`src/rtl/fetch_pc_seq_pkg.sv`:
```
// rtl/fetch_pc_seq_pkg.sv - shared widths and state encoding for the IF-stage PC sequencer
package fetch_pc_seq_pkg;

    localparam int PC_W    = 7;
    localparam int INSTR_W = 32;

    typedef enum logic [1:0] {
        IDLE    = 2'd0,
        FETCH   = 2'd1,
        HOLD    = 2'd2,
        DISCARD = 2'd3
    } fetch_state_t;

endpackage

```
`src/rtl/fetch_pc_seq.sv`:
```
// rtl/fetch_pc_seq.sv - next-PC sequencer: imem fetch handshake, stall merge, redirect squash
module fetch_pc_seq
    import fetch_pc_seq_pkg::*;
(
    input  logic               clk,
    input  logic               rst_n,
    input  logic [PC_W-1:0]    PCF,
    output logic [PC_W-1:0]    PCin,
    output logic               StallF,
    input  logic               StallHz,
    input  logic               JumpD,
    input  logic [PC_W-1:0]    PCJumpD,
    input  logic               PCSrcD,
    input  logic [PC_W-1:0]    PCBranchD,
    output logic               imem_req,
    output logic [PC_W-1:0]    imem_addr,
    input  logic               imem_ready,
    input  logic [INSTR_W-1:0] imem_rdata,
    output logic [INSTR_W-1:0] InstrF,
    output logic               InstrValidF
);

    fetch_state_t        state, state_d;
    logic [PC_W-1:0]     pend_pc, pend_pc_d;
    logic                pend_v, pend_v_d;
    logic [INSTR_W-1:0]  ibuf, ibuf_d;

    logic                redir;
    logic [PC_W-1:0]     tgt;
    logic [PC_W-1:0]     pc_inc;

    assign redir     = JumpD | PCSrcD;
    assign tgt       = JumpD ? PCJumpD : PCBranchD;
    assign pc_inc    = PCF + PC_W'(1);
    assign imem_addr = PCF;

    always_ff @(posedge clk or negedge rst_n) begin
        if (!rst_n) begin
            state   <= IDLE;
            pend_pc <= '0;
            pend_v  <= 1'b0;
            ibuf    <= '0;
        end else begin
            state   <= state_d;
            pend_pc <= pend_pc_d;
            pend_v  <= pend_v_d;
            ibuf    <= ibuf_d;
        end
    end

    always_comb begin
        state_d     = state;
        pend_pc_d   = pend_pc;
        pend_v_d    = pend_v;
        ibuf_d      = ibuf;
        StallF      = 1'b1;
        PCin        = PCF;
        imem_req    = 1'b0;
        InstrF      = '0;
        InstrValidF = 1'b0;

        case (state)
            IDLE: state_d = FETCH;

            FETCH: begin
                imem_req = 1'b1;
                if (imem_ready) begin
                    if (redir) begin
                        StallF = 1'b0;
                        PCin   = tgt;
                    end else begin
                        InstrF      = imem_rdata;
                        InstrValidF = 1'b1;
                        if (StallHz) begin
                            ibuf_d  = imem_rdata;
                            state_d = HOLD;
                        end else begin
                            StallF = 1'b0;
                            PCin   = pc_inc;
                        end
                    end
                end else if (redir) begin
                    // request already in flight cannot be retracted; remember where to go
                    pend_pc_d = tgt;
                    pend_v_d  = 1'b1;
                    state_d   = DISCARD;
                end
            end

            HOLD: begin
                InstrF      = ibuf;
                InstrValidF = ~redir;
                if (redir) begin
                    StallF  = 1'b0;
                    PCin    = tgt;
                    state_d = FETCH;
                end else if (!StallHz) begin
                    StallF  = 1'b0;
                    PCin    = pc_inc;
                    state_d = FETCH;
                end
            end

            DISCARD: begin
                imem_req = 1'b1;
                if (imem_ready) begin
                    StallF   = 1'b0;
                    PCin     = redir ? tgt : (pend_v ? pend_pc : PCF);
                    pend_v_d = 1'b0;
                    state_d  = FETCH;
                end else if (redir) begin
                    pend_pc_d = tgt;
                end
            end

            default: state_d = IDLE;
        endcase
    end

endmodule

```
`config.mk`:
```
export PLATFORM = sky130hd
export DESIGN_NAME = fetch_pc_seq
export DESIGN_NICKNAME = d
export VERILOG_FILES = /design/src/rtl/fetch_pc_seq_pkg.sv /design/src/rtl/fetch_pc_seq.sv
export SDC_FILE = /design/constraint.sdc
export NUM_CORES = 1
export LEC_CHECK = 0
export ABC_AREA = 1
export CAP_MARGIN = 20
export CORE_ASPECT_RATIO = 0.6
export CORE_MARGIN = 5
export CORE_UTILIZATION = 40
export DETAILED_ROUTE_END_ITERATION = 16
export GPL_TIMING_DRIVEN = 0
export PLACE_DENSITY = 0.77
export SYNTH_ARGS = -nofsm -noshare
export SYNTH_HDL_FRONTEND = slang
export SYNTH_SLANG_ARGS = --single-unit
```
`constraint.sdc`:
```
create_clock -name clk -period 1.5 [get_ports clk]
set_input_delay 0.3 -clock clk [delete_from_list [all_inputs] [get_ports clk]]
set_output_delay 0.3 -clock clk [all_outputs]
set_load 0.005 [all_outputs]
```
==> Flow_metrics.wiki, run 1 <==
{| class="wikitable"
! Metric !! Value
|-
| Outcome || finished with violations
|-
| Violated checks || setup timing
|-
| Non-filler cells in the finished layout || 679
|-
| Min Tclk post-route || 2150 ps
|-
| Root buffer cell || clkbuf_16
|-
| PD cells || 1670 nW/µm²
|-
| Most common cell after layout, fill and taps aside || nand2_1
|-
| Util after Layout || 74.7%
|-
| Category of the critical setup timing path || reg -> out
|-
| Minimum setup slack in the final design || -652 ps
|-
| Crit Path Max Fanout || 6
|-
| Commonest cells after routing, fill and taps aside || nand2_1 (94), clkdlybuf4s50_1 (53), buf_4 (46)
|-
| Pin count of the biggest net entering global routing || 31
|-
| Kind of cell with the highest combined delay on the critical path || buffers and inverters
|-
| Final Setup Violations || 83
|-
| Sort of element at the end of the critical path || output pin
|-
| Unrepaired setup endpoints after global routing || yes
|-
| Via count of the first global-routing pass || 3774
|-
| Final hold violation count || 0
|-
| Cells traversed along the worst timing path || ha_4, nand3_4, inv_4, buf_8, buf_4, nand2_2, a21oi_2, buf_2
|-
| Worst clock skew || 4.61 ps
|-
| Nets in the synthesized netlist || 489
|-
| Std-Cell Rows || 23
|-
| Routed Wire Length || 12.9 mm
|-
| Detail Placement HPWL || 7.45 mm
|-
| Number of buffers added by the clock tree synthesis step || 5
|-
| Total buffers and inverters traversed by the critical path || 4
|-
| Area post-placement || 4050 µm²
|-
| Top-Level Pins || 108
|-
| Global-route wire length before repair || 19.1 mm
|-
| Worst-case headroom to the max-slew limit || 68.9%
|-
| Worst EP arrival || 1850 ps
|-
| Min-Delay Path Class || in -> reg
|-
| Count of input and output buffers || 104
|-
| Routability Congestion || 0.948
|-
| Crit-path slowest cell || dfrtp_2
|-
| Tot Pwr || 0.00852 W
|-
| Placed Instances || 617
|-
| Share of the cycle needed by the critical path after routing || 143%
|-
| DRC violations left || 0
|-
| Post-synth design cell area || 2870 µm²
|-
| Maximum buffer depth of the clock tree || 2
|-
| Die Y || 75.6 µm
|-
| Detailed-routing iteration count for the pre-antenna-repair pass || 7
|-
| Synthesized area per cell || 6.75 µm²
|-
| Count of routing violations after the opening detailed-route iteration || 442
|-
| Core region area || 6820 µm²
|-
| IR drop worst, VDD || 0.00111 V
|-
| FILL cells || 451
|-
| Netlist cell types || 31
|-
| Leakage Power || 2.42 nW
|-
| Slowest cell delay on critical path || 480 ps
|-
| Routed WL per cell || 18.9 µm
|-
| Synth Register Bits || 42
|-
| Grt ovf || 0
|-
| Reg clk slew, reported paths || 70 ps
|-
| Clock latency on the worst-skew pair || 290 ps
|-
| Fraction of final layout cells sized beyond drive strength 1 || 42.9%
|-
| Final #Nets || 655
|-
| Synth-to-layout area growth || 77.5%
|-
| Synth Instances || 425
|-
| Final Slew Violations || 0
|-
| Post-route design area || 5090 µm²
|-
| TritonCTS clock tree || done
|-
| Total global-route track usage || 26.6%
|-
| Die Width || 119 µm
|-
| Via count || 3954
|-
| Antenna violation net count after detailed routing || 0
|-
| Clock sink total || 42
|-
| Initial Util || 42.1%
|-
| Number of antenna violations at the first check in global routing || 0
|-
| Max frequency || 465 MHz
|-
| Max-capacitance violation count || 0
|-
| Total inserted antenna cells || 0
|-
| Die Area || 9020 µm²
|-
| Share of synthesized area occupied by flip-flops and latches || 36.6%
|-
| Level count of the clock H-tree || 2
|-
| Final-layout setup total negative slack || -32270 ps
|-
| Yosys warnings || 0
|-
| Tightest Pin Transition || 466 ps
|-
| Via/cell ratio || 5.82
|-
| Endpoint required time on the critical path || 1200 ps
|-
| Nature of the critical path startpoint || register
|}
[cell families (layout without fill, tap and decap cells)]
kind of cell	after synthesis	count (layout)	synth area share, %
compound gates	120	120	21.8
simple gates	199	199	29.1
fa+ha+maj	5	5	2.18
buf+inv	58	225	9.99
flops	42	42	36.6
mux	1	1	0.349
[area by class of cell]
type / instances / area [µm²] / area share [%]
Inverter: 26 / 125 / 2.46
Buffer: 31 / 293 / 5.75
Clock inverter: 3 / 68.8 / 1.35
Timing Repair Buffer: 160 / 1330 / 26.1
Multi-Input combinational cell: 325 / 1990 / 39.1
Sequential cell: 42 / 1050 / 20.7
Clock buffer: 5 / 125 / 2.46
Tap cell: 87 / 109 / 2.14
[metal layers]
| layer | GRT usage [%] | up-vias | part of all wire, % |
|---|---|---|---|
| met3 | 5.86 | 76 | 11 |
| met5 | 0 | - | 0 |
| li1 | - | 1733 | - |
| met1 | 35.4 | 1843 | 39 |
| met2 | 43.7 | 302 | 46 |
| met4 | 9.90 | 0 | 4.5 |
[report_power, final]
group | total, W | internal, W | switching (W)
clock network | 0.00144 | 0.000957 | 0.000486
logic | 0.00512 | 0.00237 | 0.00275
registers | 0.00195 | 0.00162 | 0.000331
total | 0.00852 | 0.00495 | 0.00357
[stage by stage]
stage,hold WS [ps],setup slack (ps)
after detailed placement,203,-1160
after floorplan,4.41,-122
after CTS,327,-563
after global placement,463,-1140
after global routing,366,-677
final,330,-652
[sequential cells by signal, summed over array words and instances, names as in the netlist]
name,count
ibuf,32
pend_pc,7
pend_v,1
state,2
[worst paths after layout]
check	startpoint	to	slack [ps]	cells past startpoint
hold / removal	JumpD	pend_pc[4]$_DFFE_PN0P_	330	3
setup / recovery	state[0]$_DFFE_PN0P_	InstrF[22]	-650	8
setup reg to reg	state[0]$_DFFE_PN0P_	ibuf[7]$_DFFE_PN0P_	-390	6
min in group asynchronous	rst_n	ibuf[12]$_DFFE_PN0P_	430	2
hold reg to reg	pend_pc[3]$_DFFE_PN0P_	pend_pc[3]$_DFFE_PN0P_	490	2
max in group asynchronous	rst_n	state[0]$_DFFE_PN0P_	590	3
[Yosys cell counts]
library cell	n	area, µm²
a21oi_1	37	185
a22oi_1	1	7.51
a31oi_1	2	12.5
buf_2	2	10.0
buf_4	11	82.6
buf_6	3	33.8
clkbuf_1	15	56.3
clkbuf_2	1	5.00
clkinv_2	1	5.00
dfrtp_1	42	1050
ha_1	5	62.6
inv_1	20	75.1
inv_2	5	18.8
mux2i_1	1	10.0
nand2_1	139	522
nand2_2	3	18.8
nand2_4	1	11.3
nand3_1	24	120
nand3b_1	2	15.0
nand4_1	2	12.5
nor2_1	23	86.3
nor2_2	1	6.26
nor2_4	1	11.3
nor2_8	1	20.0
nor3_1	1	5.00
o211ai_1	2	15.0
o21ai_0	41	205
o21ai_1	33	165
o21ai_2	3	26.3
o31ai_1	1	7.51
or2_2	1	6.26
[worst reg2reg max path: cells and delay by family, from the launching register on]
kind	cells	cell delay (ps)
DFF	1	480
AOI/OAI and AO/OA	2	420
buffers and inverters	2	420
adders and majority gates	1	240
and+or+nand+nor	1	200
[what timing repair did]
item                                    4_1_cts  5_1_grt
hold endpoints to repair                     12        0
buffers inserted                             43        8
gates resized for setup                     340       40
gates cloned                                  3        0
hold buffers                                  1        0
pin swaps                                    38       20
endpoints found under the setup margin       87       88
Power figures use the tool's default switching activity.
==> run 2, diff against run 1 <==
--- a/config.mk
+++ b/config.mk
@@ -10,6 +10,7 @@
 export CORE_ASPECT_RATIO = 0.6
 export CORE_MARGIN = 5
 export CORE_UTILIZATION = 40
+export CTS_CLUSTER_DIAMETER = 200
 export DETAILED_ROUTE_END_ITERATION = 16
 export GPL_TIMING_DRIVEN = 0
 export PLACE_DENSITY = 0.77
==> results of run 2 <==
No change in the layout: final DEF, timing and power equal those of run 1.
==> run 3, diff against run 2 <==
--- a/config.mk
+++ b/config.mk
@@ -13,7 +13,7 @@
 export CTS_CLUSTER_DIAMETER = 200
 export DETAILED_ROUTE_END_ITERATION = 16
 export GPL_TIMING_DRIVEN = 0
-export PLACE_DENSITY = 0.77
+export PLACE_DENSITY_LB_ADDON = 0.12
 export SYNTH_ARGS = -nofsm -noshare
 export SYNTH_HDL_FRONTEND = slang
 export SYNTH_SLANG_ARGS = --single-unit
==> run 3 against run 2 <==
Clock skew is 3.4 ps higher; combinational power is 5.7% lower; clock power shrank 24%; largest power group unchanged; clock-buffer cell count unchanged; largest cell class unchanged; the flow still finishes with violations (setup timing).
==> Flow_metrics.wiki, run 3 (synthesized netlist as in run 1, its figures left out) <==
{| class="wikitable"
! Metric !! Value
|-
| Worst-case headroom to the max-slew limit || 68.0% (was 68.9%)
|-
| Met3 track demand over resource in global routing || 6.60% (was 5.86%)
|-
| Detail Placement HPWL || 7.33 mm (was 7.45 mm)
|-
| Core region area || 6820 µm² (unchanged)
|-
| Minimum setup slack in the final design || -664 ps (was -652 ps)
|-
| Share of total power in combinational logic || 61.4% (was 60.1%)
|-
| PD cells || 1540 nW/µm² (was 1670 nW/µm²)
|-
| TritonCTS clock tree || done (unchanged)
|-
| Util after Layout || 74.7% (about the same)
|-
| Met2 global-route usage || 39.6% (was 43.7%)
|-
| IR drop worst, VDD || 0.000804 V (was 0.00111 V)
|-
| Max frequency || 462 MHz (was 465 MHz)
|-
| Final hold violation count || 0 (unchanged)
|-
| Startpoint of the worst-slack reg-to-reg timing path || state[1]$_DFFE_PN0P_ (was state[0]$_DFFE_PN0P_)
|-
| Most common cell after layout, fill and taps aside || nand2_1 (unchanged)
|-
| Crit Reg-Reg Endpoint || ibuf[9]$_DFFE_PN0P_ (was ibuf[7]$_DFFE_PN0P_)
|-
| Min-Delay Path Class || in -> reg (unchanged)
|-
| Routed WL per cell || 18.3 µm (was 18.9 µm)
|-
| Crit Path Max Fanout || 6 (unchanged)
|-
| Number of cells traversed by the worst hold path || 3 (unchanged)
|-
| Top Registers || ibuf x32, pend_pc x7, state x2 (unchanged)
|-
| Global-route wire length before repair || 18.1 mm (was 19.1 mm)
|-
| Fraction of final layout cells sized beyond drive strength 1 || 42.0% (was 42.9%)
|-
| Number of antenna violations at the first check in global routing || 0 (unchanged)
|-
| Sort of element at the end of the critical path || output pin (unchanged)
|-
| Endpoint required time on the critical path || 1200 ps (about the same)
|-
| Via/cell ratio || 5.58 (was 5.82)
|-
| Slowest cell delay on critical path || 440 ps (was 480 ps)
|-
| Tot Pwr || 0.00786 W (was 0.00852 W)
|-
| Final-layout setup total negative slack || -33100 ps (was -32270 ps)
|-
| Worst slack, placed || -1170 ps (was -1160 ps)
|-
| Final Setup Violations || 84 (was 83)
|-
| Die Width || 119 µm (unchanged)
|-
| Top-Level Pins || 108 (unchanged)
|-
| Final Slew Violations || 0 (unchanged)
|-
| Violated checks || setup timing (unchanged)
|-
| Cells traversed along the worst timing path || inv_2, ha_4, nand3_4, clkinv_4, buf_6, buf_8, nand2_4, a21oi_2, buf_2 (was ha_4, nand3_4, inv_4, buf_8, buf_4, nand2_2, a21oi_2, buf_2)
|-
| Top Usage Layer GRT || met2 (unchanged)
|-
| Nature of the critical path startpoint || register (unchanged)
|-
| Design internal power || 0.00440 W (was 0.00495 W)
|-
| Total buffers and inverters traversed by the critical path || 5 (was 4)
|-
| R2R setup slack || -390 ps (about the same)
|-
| Pin count of the biggest net entering global routing || 35 (was 31)
|-
| Via count of the first global-routing pass || 3496 (was 3774)
|-
| Routability Congestion || 0.866 (was 0.948)
|-
| Flip-flop count of the largest register, all copies and words added || 32 (unchanged)
|-
| Max-capacitance violation count || 0 (unchanged)
|-
| Reg power frac || 24.6% (was 23.0%)
|-
| Synth-to-layout area growth || 77.7% (was 77.5%)
|-
| Met1 track demand over resource in global routing || 35.0% (was 35.4%)
|-
| Detailed-routing iteration count for the pre-antenna-repair pass || 5 (was 7)
|-
| Category of the critical setup timing path || reg -> out (unchanged)
|-
| Initial Util || 42.1% (unchanged)
|-
| Number of buffers added by the clock tree synthesis step || 5 (unchanged)
|-
| Die Y || 75.6 µm (unchanged)
|-
| Fraction of power consumed by the clock network || 14.0% (was 16.9%)
|-
| DRC violations left || 0 (unchanged)
|-
| Final #Nets || 641 (was 655)
|-
| Std-Cell Rows || 23 (unchanged)
|-
| Reg clk slew, reported paths || 60 ps (was 70 ps)
|-
| Total global-route track usage || 25.1% (was 26.6%)
|-
| Grt ovf || 0 (unchanged)
|-
| Area post-placement || 4050 µm² (unchanged)
|-
| Antenna violation net count after detailed routing || 0 (unchanged)
|-
| Routed Wire Length || 12.2 mm (was 12.9 mm)
|-
| Kind of cell with the highest combined delay on the critical path || buffers and inverters (unchanged)
|-
| Outcome || finished with violations (unchanged)
|-
| Switching power of the nets || 0.00347 W (was 0.00357 W)
|-
| Worst EP arrival || 1860 ps (was 1850 ps)
|-
| Crit-path slowest cell || dfrtp_2 (unchanged)
|-
| Die Area || 9020 µm² (unchanged)
|-
| Count of input and output buffers || 104 (unchanged)
|-
| Commonest cells after routing, fill and taps aside || nand2_1 (96), clkdlybuf4s50_1 (54), buf_2 (41) (was nand2_1 (94), clkdlybuf4s50_1 (53), buf_4 (46))
|-
| Maximum buffer depth of the clock tree || 2 (unchanged)
|-
| Root buffer cell || clkbuf_16 (unchanged)
|-
| Via count || 3708 (was 3954)
|-
| Share of total power consumed by net switching || 44.1% (was 41.9%)
|-
| Worst Min Path Start || JumpD (unchanged)
|-
| Clock latency on the worst-skew pair || 290 ps (about the same)
|-
| Unrepaired setup endpoints after global routing || yes (unchanged)
|-
| Share of the cycle needed by the critical path after routing || 144% (was 143%)
|-
| Clock sink total || 42 (unchanged)
|-
| Tightest Pin Transition || 480 ps (was 466 ps)
|-
| Total inserted antenna cells || 0 (unchanged)
|-
| Worst clock skew || 8.03 ps (was 4.61 ps)
|-
| Hold Path Sink || pend_pc[4]$_DFFE_PN0P_ (unchanged)
|-
| Level count of the clock H-tree || 2 (unchanged)
|-
| Leakage Power || 2.38 nW (was 2.42 nW)
|-
| Count of routing violations after the opening detailed-route iteration || 316 (was 442)
|-
| Reg2reg path depth || 7 (was 6)
|-
| Register name with the most flops || ibuf (unchanged)
|-
| Min Tclk post-route || 2160 ps (was 2150 ps)
|-
| Post-route design area || 5100 µm² (was 5090 µm²)
|}
run 3: timing repair:
action                     CTS  global route
pin swaps                   34            27
gates resized for setup    325            82
hold buffers                 1             0
cloned                       4             0
hold endpoints to repair     8             0
setup endpoints to repair   89            88
setup buffers               27            14
run 3: per-stage QoR:
stage | hold WS (ps) | std cells
3_3_place_gp | 464 | 616
2_1_floorplan | 4.41 | 425
3_5_place_dp | 176 | 617
5_1_grt | 352 | 665
4_1_cts | 334 | 656
6_report | 340 | 665
run 3: layer usage:
metal  up-vias  part of all wire (%)
li1       1701                     -
met1      1758                    44
met2       215                    46
met3        34                   8.7
met4         0                   1.7
met5         -                     0
run 3: power by group through the flow:
| stage | clock (W) | sequential (W) | combinational [W] |
|---|---|---|---|
| 3_5_place_dp | 0 | 0.00187 | 0.00318 |
| 3_3_place_gp | 0 | 0.00185 | 0.00314 |
| 5_1_grt | 0.00117 | 0.00199 | 0.00517 |
| 4_1_cts | 0.00110 | 0.00189 | 0.00421 |
| 6_report | 0.00110 | 0.00193 | 0.00483 |
| 2_1_floorplan | 0 | 0.00181 | 0.00181 |
run 3: worst max-delay path by stage:
| stage | from | endpoint | slack [ps] | cells after the start |
|---|---|---|---|---|
| 2_1_floorplan | state[1]$_DFFE_PN0P_ | PCin[4] | -120 | 10 |
| 3_3_place_gp | PCF[1] | PCin[4] | -1150 | 9 |
| 3_5_place_dp | PCF[1] | PCin[4] | -1170 | 9 |
| 4_1_cts | state[1]$_DFFE_PN0P_ | InstrF[8] | -620 | 10 |
| 5_1_grt | state[0]$_DFFE_PN0P_ | PCin[4] | -700 | 10 |
| 6_report | state[1]$_DFFE_PN0P_ | InstrF[9] | -660 | 9 |
run 3: cell type report:
class / instances / area, µm²
Buffer: 30 / 305
Fill cell: 488 / 1720
Clock inverter: 3 / 23.8
Multi-Input combinational cell: 325 / 2080
Inverter: 26 / 125
Sequential cell: 42 / 1050
Tap cell: 87 / 109
Clock buffer: 5 / 125
Timing Repair Buffer: 147 / 1280
run 3: worst min-delay path, stage by stage:
cell and delay [ps]:
buf_6 130, nand2_1 80, a31oi_1 70
